==> src/rtl/uart_pkg.sv <==
// Shared definitions for the 8N1 UART transmitter and receiver.
package uart_pkg;

    localparam int   UART_CLK_DIV    = 301;  // clk cycles per oversample tick
    localparam int   UART_OVERSAMPLE = 16;   // ticks per bit period
    localparam int   UART_DATA_BITS  = 8;    // data bits per frame
    localparam logic UART_IDLE_LEVEL = 1'b1; // line level between frames

    typedef enum logic [1:0] {
        IDLE  = 2'd0,
        START = 2'd1,
        DATA  = 2'd2,
        STOP  = 2'd3
    } uart_state_e;

endpackage

==> src/rtl/uart_baud_tick.sv <==
// Oversample tick generator: free-running divider with a one-clk tick on wrap.
// The clear input restarts the divider so that a new frame starts on a clean
// bit boundary.
module uart_baud_tick
    import uart_pkg::*;
#(
    parameter int CLK_DIV = UART_CLK_DIV
) (
    input  logic clk,
    input  logic reset,
    input  logic clear,
    output logic tick
);

    localparam int              DIV_W    = (CLK_DIV > 1) ? $clog2(CLK_DIV) : 1;
    localparam logic [DIV_W-1:0] DIV_LAST = DIV_W'(CLK_DIV - 1);

    logic [DIV_W-1:0] div_q;
    logic [DIV_W-1:0] div_d;

    // Next divider value: count up, wrap at CLK_DIV-1, restart on clear.
    always_comb begin
        div_d = div_q + 1'b1;
        if (clear || (div_q == DIV_LAST)) begin
            div_d = '0;
        end
    end

    // Divider register.
    always_ff @(posedge clk or posedge reset) begin
        if (reset) begin
            div_q <= '0;
        end else begin
            div_q <= div_d;
        end
    end

    // A clear in the wrap cycle restarts the bit period, so no tick then.
    assign tick = (div_q == DIV_LAST) && !clear;

endmodule

==> src/rtl/uart_tx.sv <==
// 8N1 UART transmitter: accepts a byte over valid/ready and shifts it out
// LSB-first framed by a start bit (0) and a stop bit (1).
module uart_tx
    import uart_pkg::*;
#(
    parameter int CLK_DIV    = UART_CLK_DIV,
    parameter int OVERSAMPLE = UART_OVERSAMPLE,
    parameter int DATA_BITS  = UART_DATA_BITS
) (
    input  logic                 clk,
    input  logic                 reset,
    input  logic [DATA_BITS-1:0] tx_data,
    input  logic                 tx_valid,
    output logic                 tx_ready,
    output logic                 tx_serial,
    output logic                 tx_busy,
    output logic                 tx_done
);

    localparam int               TICK_W    = $clog2(OVERSAMPLE);
    localparam int               BIT_W     = $clog2(DATA_BITS);
    localparam logic [TICK_W-1:0] TICK_LAST = TICK_W'(OVERSAMPLE - 1);
    localparam logic [BIT_W-1:0]  BIT_LAST  = BIT_W'(DATA_BITS - 1);

    uart_state_e          state_q,    state_d;
    logic [TICK_W-1:0]    tick_cnt_q, tick_cnt_d;
    logic [BIT_W-1:0]     bit_cnt_q,  bit_cnt_d;
    logic [DATA_BITS-1:0] shift_q,    shift_d;
    logic                 serial_q,   serial_d;
    logic                 ready_q,    ready_d;
    logic                 busy_q,     busy_d;
    logic                 done_q,     done_d;

    logic accept;
    logic tick;

    assign accept = tx_valid && ready_q;

    uart_baud_tick #(
        .CLK_DIV (CLK_DIV)
    ) u_baud_tick (
        .clk   (clk),
        .reset (reset),
        .clear (accept),
        .tick  (tick)
    );

    // Next-state logic: frame sequencing, bit shifting and registered-output
    // values derived from the state being entered.
    always_comb begin
        state_d    = state_q;
        tick_cnt_d = tick_cnt_q;
        bit_cnt_d  = bit_cnt_q;
        shift_d    = shift_q;
        done_d     = 1'b0;

        unique case (state_q)
            IDLE: begin
                if (accept) begin
                    state_d    = START;
                    shift_d    = tx_data;
                    tick_cnt_d = '0;
                    bit_cnt_d  = '0;
                end
            end
            START: begin
                if (tick) begin
                    tick_cnt_d = tick_cnt_q + 1'b1;
                    if (tick_cnt_q == TICK_LAST) begin
                        tick_cnt_d = '0;
                        bit_cnt_d  = '0;
                        state_d    = DATA;
                    end
                end
            end
            DATA: begin
                if (tick) begin
                    tick_cnt_d = tick_cnt_q + 1'b1;
                    if (tick_cnt_q == TICK_LAST) begin
                        tick_cnt_d = '0;
                        shift_d    = shift_q >> 1;
                        bit_cnt_d  = bit_cnt_q + 1'b1;
                        if (bit_cnt_q == BIT_LAST) begin
                            bit_cnt_d = '0;
                            state_d   = STOP;
                        end
                    end
                end
            end
            STOP: begin
                if (tick) begin
                    tick_cnt_d = tick_cnt_q + 1'b1;
                    if (tick_cnt_q == TICK_LAST) begin
                        tick_cnt_d = '0;
                        state_d    = IDLE;
                        done_d     = 1'b1;
                    end
                end
            end
            default: begin
                state_d = IDLE;
            end
        endcase

        // Outputs are registered from the next state so the line changes
        // exactly on the clock edge that changes the state.
        serial_d = UART_IDLE_LEVEL;
        if (state_d == START) begin
            serial_d = 1'b0;
        end else if (state_d == DATA) begin
            serial_d = shift_d[0];
        end
        ready_d = (state_d == IDLE);
        busy_d  = (state_d != IDLE);
    end

    // State and datapath registers; reset forces the line idle immediately.
    always_ff @(posedge clk or posedge reset) begin
        if (reset) begin
            state_q    <= IDLE;
            tick_cnt_q <= '0;
            bit_cnt_q  <= '0;
            shift_q    <= '0;
            serial_q   <= UART_IDLE_LEVEL;
            ready_q    <= 1'b1;
            busy_q     <= 1'b0;
            done_q     <= 1'b0;
        end else begin
            state_q    <= state_d;
            tick_cnt_q <= tick_cnt_d;
            bit_cnt_q  <= bit_cnt_d;
            shift_q    <= shift_d;
            serial_q   <= serial_d;
            ready_q    <= ready_d;
            busy_q     <= busy_d;
            done_q     <= done_d;
        end
    end

    assign tx_serial = serial_q;
    assign tx_ready  = ready_q;
    assign tx_busy   = busy_q;
    assign tx_done   = done_q;

endmodule

==> config.mk <==
export PLATFORM = sky130hd
export DESIGN_NAME = uart_tx
export DESIGN_NICKNAME = d
export VERILOG_FILES = /design/src/rtl/uart_pkg.sv /design/src/rtl/uart_baud_tick.sv /design/src/rtl/uart_tx.sv
export SDC_FILE = /design/constraint.sdc
export NUM_CORES = 1
export LEC_CHECK = 0
export CAP_MARGIN = 30
export CORE_MARGIN = 5
export CORE_UTILIZATION = 40
export DETAILED_ROUTE_END_ITERATION = 8
export PLACE_DENSITY = 0.68
export SLEW_MARGIN = 0
export SYNTH_ARGS = -nofsm -noshare
export SYNTH_HDL_FRONTEND = slang
export SYNTH_SLANG_ARGS = --single-unit
==> constraint.sdc <==
create_clock -name clk -period 2.3 [get_ports clk]
set_input_delay 0.46 -clock clk [delete_from_list [all_inputs] [get_ports clk]]
set_output_delay 0.46 -clock clk [all_outputs]
set_load 0.1 [all_outputs]
=== Yosys cells after proc, flatten, opt, wreduce, memory -nomap -nowiden ===
Index checks and enable logic that the tools add are counted.

* Input port bits: 11
* Register bits after elaboration: 30

* Equality and inequality tests: 14
* $add $sub $neg: 3
* Multiplexer cells: 30
* Reduce and logical (&&, ||, !) cells: 13

{| class="wikitable"
|+ Operators with widths
! cell !! count
|-
| 8-bit 2-to-1 mux || 3
|-
| 3-bit 2-to-1 mux || 6
|-
| 2-bit 2-to-1 mux || 8
|-
| 8-bit one-hot mux with 2 select lines || 1
|-
| 4-bit 2-to-1 mux || 3
|-
| 9-bit by 1-bit adder with 9-bit output (second input constant) || 1
|-
| 9-bit equality test (second input constant) || 1
|-
| 9-bit 2-to-1 mux || 1
|-
| 3-bit one-hot mux with 3 select lines || 1
|-
| 2-bit != test (second input constant) || 4
|-
| 2-bit one-hot mux with 4 select lines || 1
|-
| 4-bit one-hot mux with 2 select lines || 1
|-
| 2-bit equality test (second input constant) || 3
|-
| 6-bit AND reduction || 1
|-
| 1-bit 2-to-1 mux || 5
|-
| 4-bit by 1-bit adder with 4-bit output (second input constant) || 1
|-
| 2-bit by 1-bit equality test with 1-bit output (second input constant) || 2
|-
| 4-bit equality test (second input constant) || 1
|-
| 2-bit zero test || 2
|-
| 2-bit by 1-bit != test with 1-bit output (second input constant) || 2
|-
| 4-bit AND reduction || 1
|-
| 2-bit nonzero test || 2
|-
| 3-bit by 1-bit adder with 3-bit output (second input constant) || 1
|-
| 3-bit equality test (second input constant) || 1
|-
| 6 further kinds || 7
|}

=== Logic depth before layout (Yosys ltp) ===
Gate-level depths: netlist of the first run.

* Word-level depth: 8
* Gate-level depth with buffers: 8

=== Modules after synthesis ===
Synthesis of the first run repeated with hierarchy kept, for this count alone.

* Cell total of the unflattened synthesis: 134
* Area total of the unflattened synthesis: 1,501.4 um^2

{| class="wikitable"
|+ By module, submodules not included
! module !! sequential area each (um^2) !! cells each !! area each (um^2) !! times used
|-
| uart_tx || 528.0 || 86 || 1,018.5 || 1
|-
| uart_baud_tick || 225.2 || 48 || 483.0 || 1
|}

=== Worst setup path after synthesis of the first run ===
Ideal clock, no wire load.

* Path kind: register to register
* Start point: register ready_q (netlist: tx_ready)
* End point: register shift_q[1]
* Setup slack: 0.122 ns
* Arrival: 2.052 ns
* Cell stages (with the launch flop): 8
* Setup time: 0.126 ns
* Cell sequence: dfstp_2 > and2_4 > buf_6 > nor4_4 > a21oi_1 > or2_0 > buf_2 > a221o_1

* Longest elaborated chain between the ends: 5
* Elaborated cells on any way between the ends: 6
* Those cells by class: 2 x eq/ne; 4 x reduce/logical

{| class="wikitable"
|+ RTL lines
! element !! RTL line !! RTL
|-
| start: declaration || uart_tx.sv:30 || <nowiki>logic ready_q, ready_d;</nowiki>
|-
| start signal: assignment || uart_tx.sv:134 || <nowiki>ready_q <= ready_d;</nowiki>
|-
| 1-bit logical AND * || uart_tx.sv:37 || <nowiki>assign accept = tx_valid && ready_q;</nowiki>
|-
| 1-bit zero test || uart_baud_tick.sv:39 || <nowiki>assign tick = (div_q == DIV_LAST) && !clear;</nowiki>
|-
| 1-bit logical AND || uart_baud_tick.sv:39 ||
|-
| 2-bit != test (no source line) || n/a ||
|-
| 4-bit AND reduction (no source line) * || n/a ||
|-
| end signal: assignment || uart_tx.sv:132 || <nowiki>shift_q <= shift_d;</nowiki>
|-
| end: declaration || uart_tx.sv:28 || <nowiki>logic [DATA_BITS-1:0] shift_q, shift_d;</nowiki>
|}

Mark *: on every way between the ends. The rest lies on a longest branch, timed or not.
A chain may end at the register's enable or synchronous reset.

=== Worst setup path after layout of the first run ===
* Start point: register tick_cnt_q[0]
* End point: register shift_q[2]

* Longest elaborated chain between the ends: 3

{| class="wikitable"
|+ RTL lines
! element !! RTL line !! RTL
|-
| start: declaration || uart_tx.sv:26 || <nowiki>logic [TICK_W-1:0] tick_cnt_q, tick_cnt_d;</nowiki>
|-
| start signal: assignment || uart_tx.sv:130 || <nowiki>tick_cnt_q <= tick_cnt_d;</nowiki>
|-
| 4-bit equality test || uart_tx.sv:79 || <nowiki>if (tick_cnt_q == TICK_LAST) begin</nowiki>
|-
| 2-bit != test (no source line) || n/a ||
|-
| 4-bit AND reduction (no source line) || n/a ||
|}

Every way passes these cells.

==> results of run 1 <==
-- per-stage QoR --
stage	std cells	hold WS (ns)
after floorplan	152	0.454
after global placement	216	0.472
after detailed placement	216	0.484
after CTS	224	0.494
after global routing	224	0.522
final	224	0.488
-- registers in the layout, indices dropped and copies added (netlist names) --
register,cells
tx_busy,1
u_baud_tick.div_q,9
bit_cnt_q,3
state_q,2
tx_done,1
tx_ready,1
tick_cnt_q,4
shift_q,8
tx_serial,1
-- synth_stat cells (2+ instances only) --
| cell type | instances | share of area |
|---|---|---|
| a21oi_1 | 4 | 0.013 |
| a221o_1 | 7 | 0.045 |
| a32o_1 | 5 | 0.032 |
| and3_1 | 9 | 0.036 |
| buf_2 | 2 | 0.0064 |
| clkbuf_1 | 5 | 0.012 |
| dfrtp_1 | 28 | 0.45 |
| dfstp_2 | 2 | 0.033 |
| ha_1 | 5 | 0.040 |
| inv_1 | 4 | 0.0096 |
| mux2i_1 | 2 | 0.013 |
| nand2_1 | 13 | 0.031 |
| nand3_1 | 12 | 0.038 |
| nor2_1 | 15 | 0.036 |
| o21ai_0 | 5 | 0.016 |
| or2_2 | 2 | 0.0080 |
| xnor2_1 | 5 | 0.028 |
| xor2_1 | 3 | 0.017 |
-- kinds of logic after synthesis --
kind of cell	Yosys count
muxes	2
xor gates and xnor gates	8
and+or+nand+nor	66
DFF	30
buffers and inverters	12
AOI/OAI and AO/OA	29
adders and majority gates	5
-- power by group through the flow --
stage / Combinational [mW] / Sequential (mW) / Clock, mW
after detailed placement: 0.0294 / 0.537 / 0
final: 0.0282 / 0.528 / 0.443
after global placement: 0.0285 / 0.537 / 0
after floorplan: 0.00788 / 0.537 / 0
after global routing: 0.0326 / 0.527 / 0.481
after CTS: 0.0293 / 0.528 / 0.453
-- layout by cell type, fill, tap and decap left out, types with 6 or more instances in the layout --
cell type        instances
and3_1                   9
clkbuf_8                 6
a221o_1                  7
nand2_1                 13
clkdlybuf4s50_1         10
dfrtp_1                 28
buf_4                   14
nand3_1                 12
nor2_1                  15
-- cell type report --
type,instances,share of cell area
well taps,48,0.0318
multi-input cells,110,0.403
clock buffers,6,0.0437
flip-flops and latches,30,0.398
inverters,4,0.00794
repair buffers,24,0.109
clock inverters,2,0.00662
-- path summary, 6_finish.rpt --
kind                       slack (ns)                           start                              to  cells after the start
min in group asynchronous        0.55                           reset            state_q[1]$_DFF_PP0_                      3
max                              0.20       tick_cnt_q[0]$_DFFE_PP0P_          shift_q[2]$_DFFE_PP0P_                      6
min reg2reg                      0.49  u_baud_tick.div_q[0]$_DFF_PP0_  u_baud_tick.div_q[0]$_DFF_PP0_                      1
max in group asynchronous        1.44                           reset              tx_ready$_DFF_PP1_                      3
min                              0.49  u_baud_tick.div_q[0]$_DFF_PP0_  u_baud_tick.div_q[0]$_DFF_PP0_                      1
max reg2reg                      0.20       tick_cnt_q[0]$_DFFE_PP0P_          shift_q[2]$_DFFE_PP0P_                      6
-- critical path, stage by stage, from the launching register on --
cell and delay [ns]:
dfrtp_1 0.41, ha_1 0.23, nand3_1 0.26, nor4_4 0.23
a21oi_1 0.09, or2_0 0.35, a221o_1 0.41
-- layer usage --
metal	wire length, um	vias up	global-route usage
met5	0	-	0
li1	-	604	-
met2	1560	25	0.213
met1	1420	624	0.165
met4	71	0	0.0676
met3	110	8	0.0413
==> flow_summary.yaml, run 1 <==
status:
  status: "finished clean"
pwr:
  p_int_mw: 0.784
  switching_share: 0.215
  irDropWorstVdd_uv: 212
  total_power_mw: 0.999
  combPwrFrac: 0.028
  pwr-share-clk: 0.443
  p_leak_nw: 0.860
  pwr-share-seq: 0.529
  p_sw_mw: 0.215
  powerDensity_nw_per_um2: 528
sta:
  finalCritPeriodShare: 0.912
  fmax_mhz: 477
  max_slew_margin: 0.514
  hold_viol: 0
  finalSetupTns_ns: 0
  setup_viol: 0
  fin_ws_ns: 0.203
  final-max-slew-violation-count: 0
  min_period_ns: 2.10
  skew_ns: 0.00582
  tightestPinTransition_ns: 0.726
  rsz0062_at_grt: "false"
routing:
  wl_per_cell_um: 14.1
  drc: 0
  via_count: 1261
  via_per_inst: 5.63
  first_pass_iters: 4
  drt_wl_total_mm: 3.16
  ant_nets: 0
  drt_iter0_markers: 72
cells_and_area:
  seqCellArea_um2: 753
  drive_above_1_share: 0.170
  synthToLayoutAreaGrowth_pct: 20.4
  fin_nets: 191
  fillers: 374
  final_cell_area_um2: 1890
  multiInputGateArea_um2: 762
  final_util: 0.505
  n_antenna_cell: 0
placed_design:
  io_buffers: 14
  dpl_cell_area_um2: 1800
  place_congestion: 0.854
  pre_cts_ws_ns: -0.0635
  hpwl_mm: 2.26
logic_synthesis:
  synth-compound-area-share: 0.144
  synth_cell_types: 42
  synth_top_family_by_area: "simple AND/OR/NAND/NOR gates"
  synth_edf_count: 0
  synth-adder-area-share: 0.0398
  synthSimpleGateAreaFrac: 0.244
  synth-async-reset-ratio: 1.00
  syn_area_um2: 1570
  synthMuxAreaShare: 0.0127
  postSynthCellCount: 152
  yosys.area_share.xor_xnor: 0.0446
  ys_seq_elements: 30
  yosys_warnings: 0
  syn_area_per_cell_um2: 10.3
  synth_flop_cell: "dfrtp_1"
  synth_seq_area_share: 0.480
  postSynthNetCount: 168
critical_path:
  path_max_fanout: 7
  endpoint_kind: "register"
  start_kind: "register"
  arrival_ns: 2.26
  cp.required_ns: 2.46
  criticalPathCategory: "reg -> reg"
global_route:
  grt_overflow: 0
  grt_pass1_vias: 1189
  globalRouteTotalUtil: 0.134
  antenna_found_initial: 0
  grt_pass1_wl_mm: 5.44
  grt_max_degree: 31
clocking:
  clk_latency_ns: 0.28
  cts_tree: "yes"
  cts_root_buf: "clkbuf_8"
  ctsHoldBuffers: 0
  htreeDepth: 2
  cts_sinks: 30
  cts_resized: 0
  cts_buffer_depth: 2
  cts_setup_buffers: 0
  clk_pin_slew_worst_paths_ns: 0.07
  cts-buffers-inserted: 5
run:
  max_cap_violations: 0
floorplan:
  core_um2: 3740
  die_w_um: 72.7
  pin_count: 15
  placementRows: 22
  start_util: 0.419
  die_h_um: 72.7
  dieArea_um2: 5280
worst_hold_path:
  hp-class: "reg -> reg"
(Power assumes the default switching activity.)
==> run 2: changes to the inputs <==
- ABC_AREA: unset -> 1
==> run 2 against run 1 <==
Cell count up 17%. Area after synthesis increased by 6.6%. Sequential cell count stayed put. Maximum frequency increased by 24%. Combinational power rose by 5%. Sequential share of layout area shrank 1.3 points. Critical path type unchanged. Critical endpoint is now bit_cnt_q[2]$_DFFE_PP0P_.
==> flow_summary.yaml, run 2 <==
global_route:
  grt_max_degree: 31
  antenna_found_initial: 0
  grt_overflow: 0
  globalRouteTotalUtil: 0.125
  grt_pass1_vias: 1177
  grt_pass1_wl_mm: 5.22
placed_design:
  place_congestion: 0.813
  placedCellCount: 255
  dpl_cell_area_um2: 1870
  pre_cts_ws_ns: 0.378
  hpwl_mm: 2.27
  io_buffers: 14
floorplan:
  dieArea_um2: 5580
  placementRows: 23
  core_um2: 4030
  pin_count: 15
  die_h_um: 74.7
  die_w_um: 74.7
  start_util: 0.416
logic_synthesis:
  syn_area_per_cell_um2: 8.81
  synth_top_family_by_area: "simple AND/OR/NAND/NOR gates"
  yosys-top-cells-area: "dfrtp_1 42%, nand2_1 8.3%, nand3_1 6.6%"
  synth-compound-area-share: 0.0792
  syn_area_um2: 1670
  yosys_warnings: 0
  postSynthCellCount: 190
  synth-async-reset-ratio: 1.00
  synth_edf_count: 0
  synth_top_cells_by_count: "37 x nand2_1, 28 x dfrtp_1, 22 x nand3_1"
  yosysTopAreaCell: "dfrtp_1"
  synth_flop_cell: "dfrtp_1"
  synthSimpleGateAreaFrac: 0.373
  postSynthNetCount: 206
  synth_seq_area_share: 0.450
  ys_seq_elements: 30
  yosys.area_share.xor_xnor: 0
  synth_top_area_frac: 0.419
  synth-adder-area-share: 0.0374
  synth_cell_types: 30
  synthMuxAreaShare: 0
  yosysMostFrequentCell: "nand2_1"
sta:
  tightestPinTransition_ns: 0.397
  hold_ws_ns: 0.483
  rsz0062_at_grt: "false"
  max_slew_margin: 0.736
  fin_ws_ns: 0.611
  finalCritPeriodShare: 0.734
  setup_viol: 0
  min_period_ns: 1.69
  skew_ns: 0.00385
  hold_viol: 0
  final-max-slew-violation-count: 0
  fmax_mhz: 592
  finalSetupTns_ns: 0
clocking:
  cts_resized: 0
  cts-buffers-inserted: 5
  cts_buffer_depth: 2
  cts_setup_buffers: 0
  htreeDepth: 2
  cts_sinks: 30
  cts_tree: "yes"
  clk_latency_ns: 0.27
  cts_root_buf: "clkbuf_8"
  clk_pin_slew_worst_paths_ns: 0.06
  ctsHoldBuffers: 0
cells_and_area:
  final_util: 0.485
  final_common_cell: "nand2_1"
  top_regs: "u_baud_tick.div_q: 9 flops, shift_q: 8 flops, tick_cnt_q: 4 flops"
  drive_above_1_share: 0.225
  final_cell_area_um2: 1950
  fin_cells: 263
  seqCellArea_um2: 753
  fin_nets: 228
  n_antenna_cell: 0
  multiInputGateArea_um2: 820
  top_register: "u_baud_tick.div_q"
  synthToLayoutAreaGrowth_pct: 16.7
  fillers: 409
  layout_common_cells: "37 x nand2_1, 28 x dfrtp_1, 22 x nand3_1"
  largest_reg_flops: 9
critical_path:
  arrival_ns: 1.88
  rr_worst_depth: 7
  endpoint_kind: "register"
  start_kind: "register"
  cp.required_ns: 2.49
  criticalPathCategory: "reg -> reg"
  path_max_fanout: 7
  regToRegSetupSlack_ns: 0.61
pwr:
  total_power_mw: 0.946
  pwr-share-clk: 0.410
  switching_share: 0.198
  pwr-share-seq: 0.559
  combPwrFrac: 0.031
  irDropWorstVdd_uv: 358
  p_sw_mw: 0.187
  p_int_mw: 0.758
  p_leak_nw: 0.994
  powerDensity_nw_per_um2: 484
routing:
  wl_per_cell_um: 11.3
  drt_iter0_markers: 44
  via_per_inst: 4.86
  drc: 0
  drt_wl_total_mm: 2.97
  via_count: 1279
  ant_nets: 0
  first_pass_iters: 4
status:
  status: "finished clean"
run:
  max_cap_violations: 0
worst_hold_path:
  hp-class: "reg -> reg"
  worstHoldPathCells: 1
run 2: final cells by class:
cell class	instances	area share
clock buffer	8	0.0410
tap	50	0.0320
timing repair buffer	15	0.0704
inverter	27	0.0519
sequential	30	0.385
multi-input combinational	133	0.419
run 2: power by group through the flow:
stage	Sequential, mW	Clock (mW)	Combinational (mW)
2_1_floorplan	0.537	0	0.00777
3_3_place_gp	0.537	0	0.0305
3_5_place_dp	0.537	0	0.0305
4_1_cts	0.528	0.410	0.0308
5_1_grt	0.528	0.435	0.0328
6_report	0.528	0.388	0.0295
run 2: worst paths after layout:
check	to	startpoint
max	bit_cnt_q[2]$_DFFE_PP0P_	tick_cnt_q[0]$_DFFE_PP0P_
min	u_baud_tick.div_q[0]$_DFF_PP0_	u_baud_tick.div_q[0]$_DFF_PP0_
max reg2reg	bit_cnt_q[2]$_DFFE_PP0P_	tick_cnt_q[0]$_DFFE_PP0P_
min reg2reg	u_baud_tick.div_q[0]$_DFF_PP0_	u_baud_tick.div_q[0]$_DFF_PP0_
max in group asynchronous	tx_ready$_DFF_PP1_	reset
min in group asynchronous	tx_done$_DFF_PP0_	reset
run 2: cells by family after synthesis:
logic type,count (synthesis)
simple gates,107
flops,30
buf+inv,27
compound gates,21
fa+ha+maj,5
run 2: worst max-delay path, cell delays in order, from the launching register on:
cell	delay, ns
dfrtp_1	0.38
ha_1	0.22
nand3_1	0.19
inv_2	0.14
nand4_4	0.14
inv_2	0.15
nand4_1	0.18
o21ai_0	0.20
run 2: per-layer routing:
layer  track usage  up-vias  routed length [um]
li1              -      664                   -
met5             0        -                   0
met4        0.0593        0                  46
met2         0.188       18                1330
met1         0.164      593                1510
met3        0.0414        4                  93
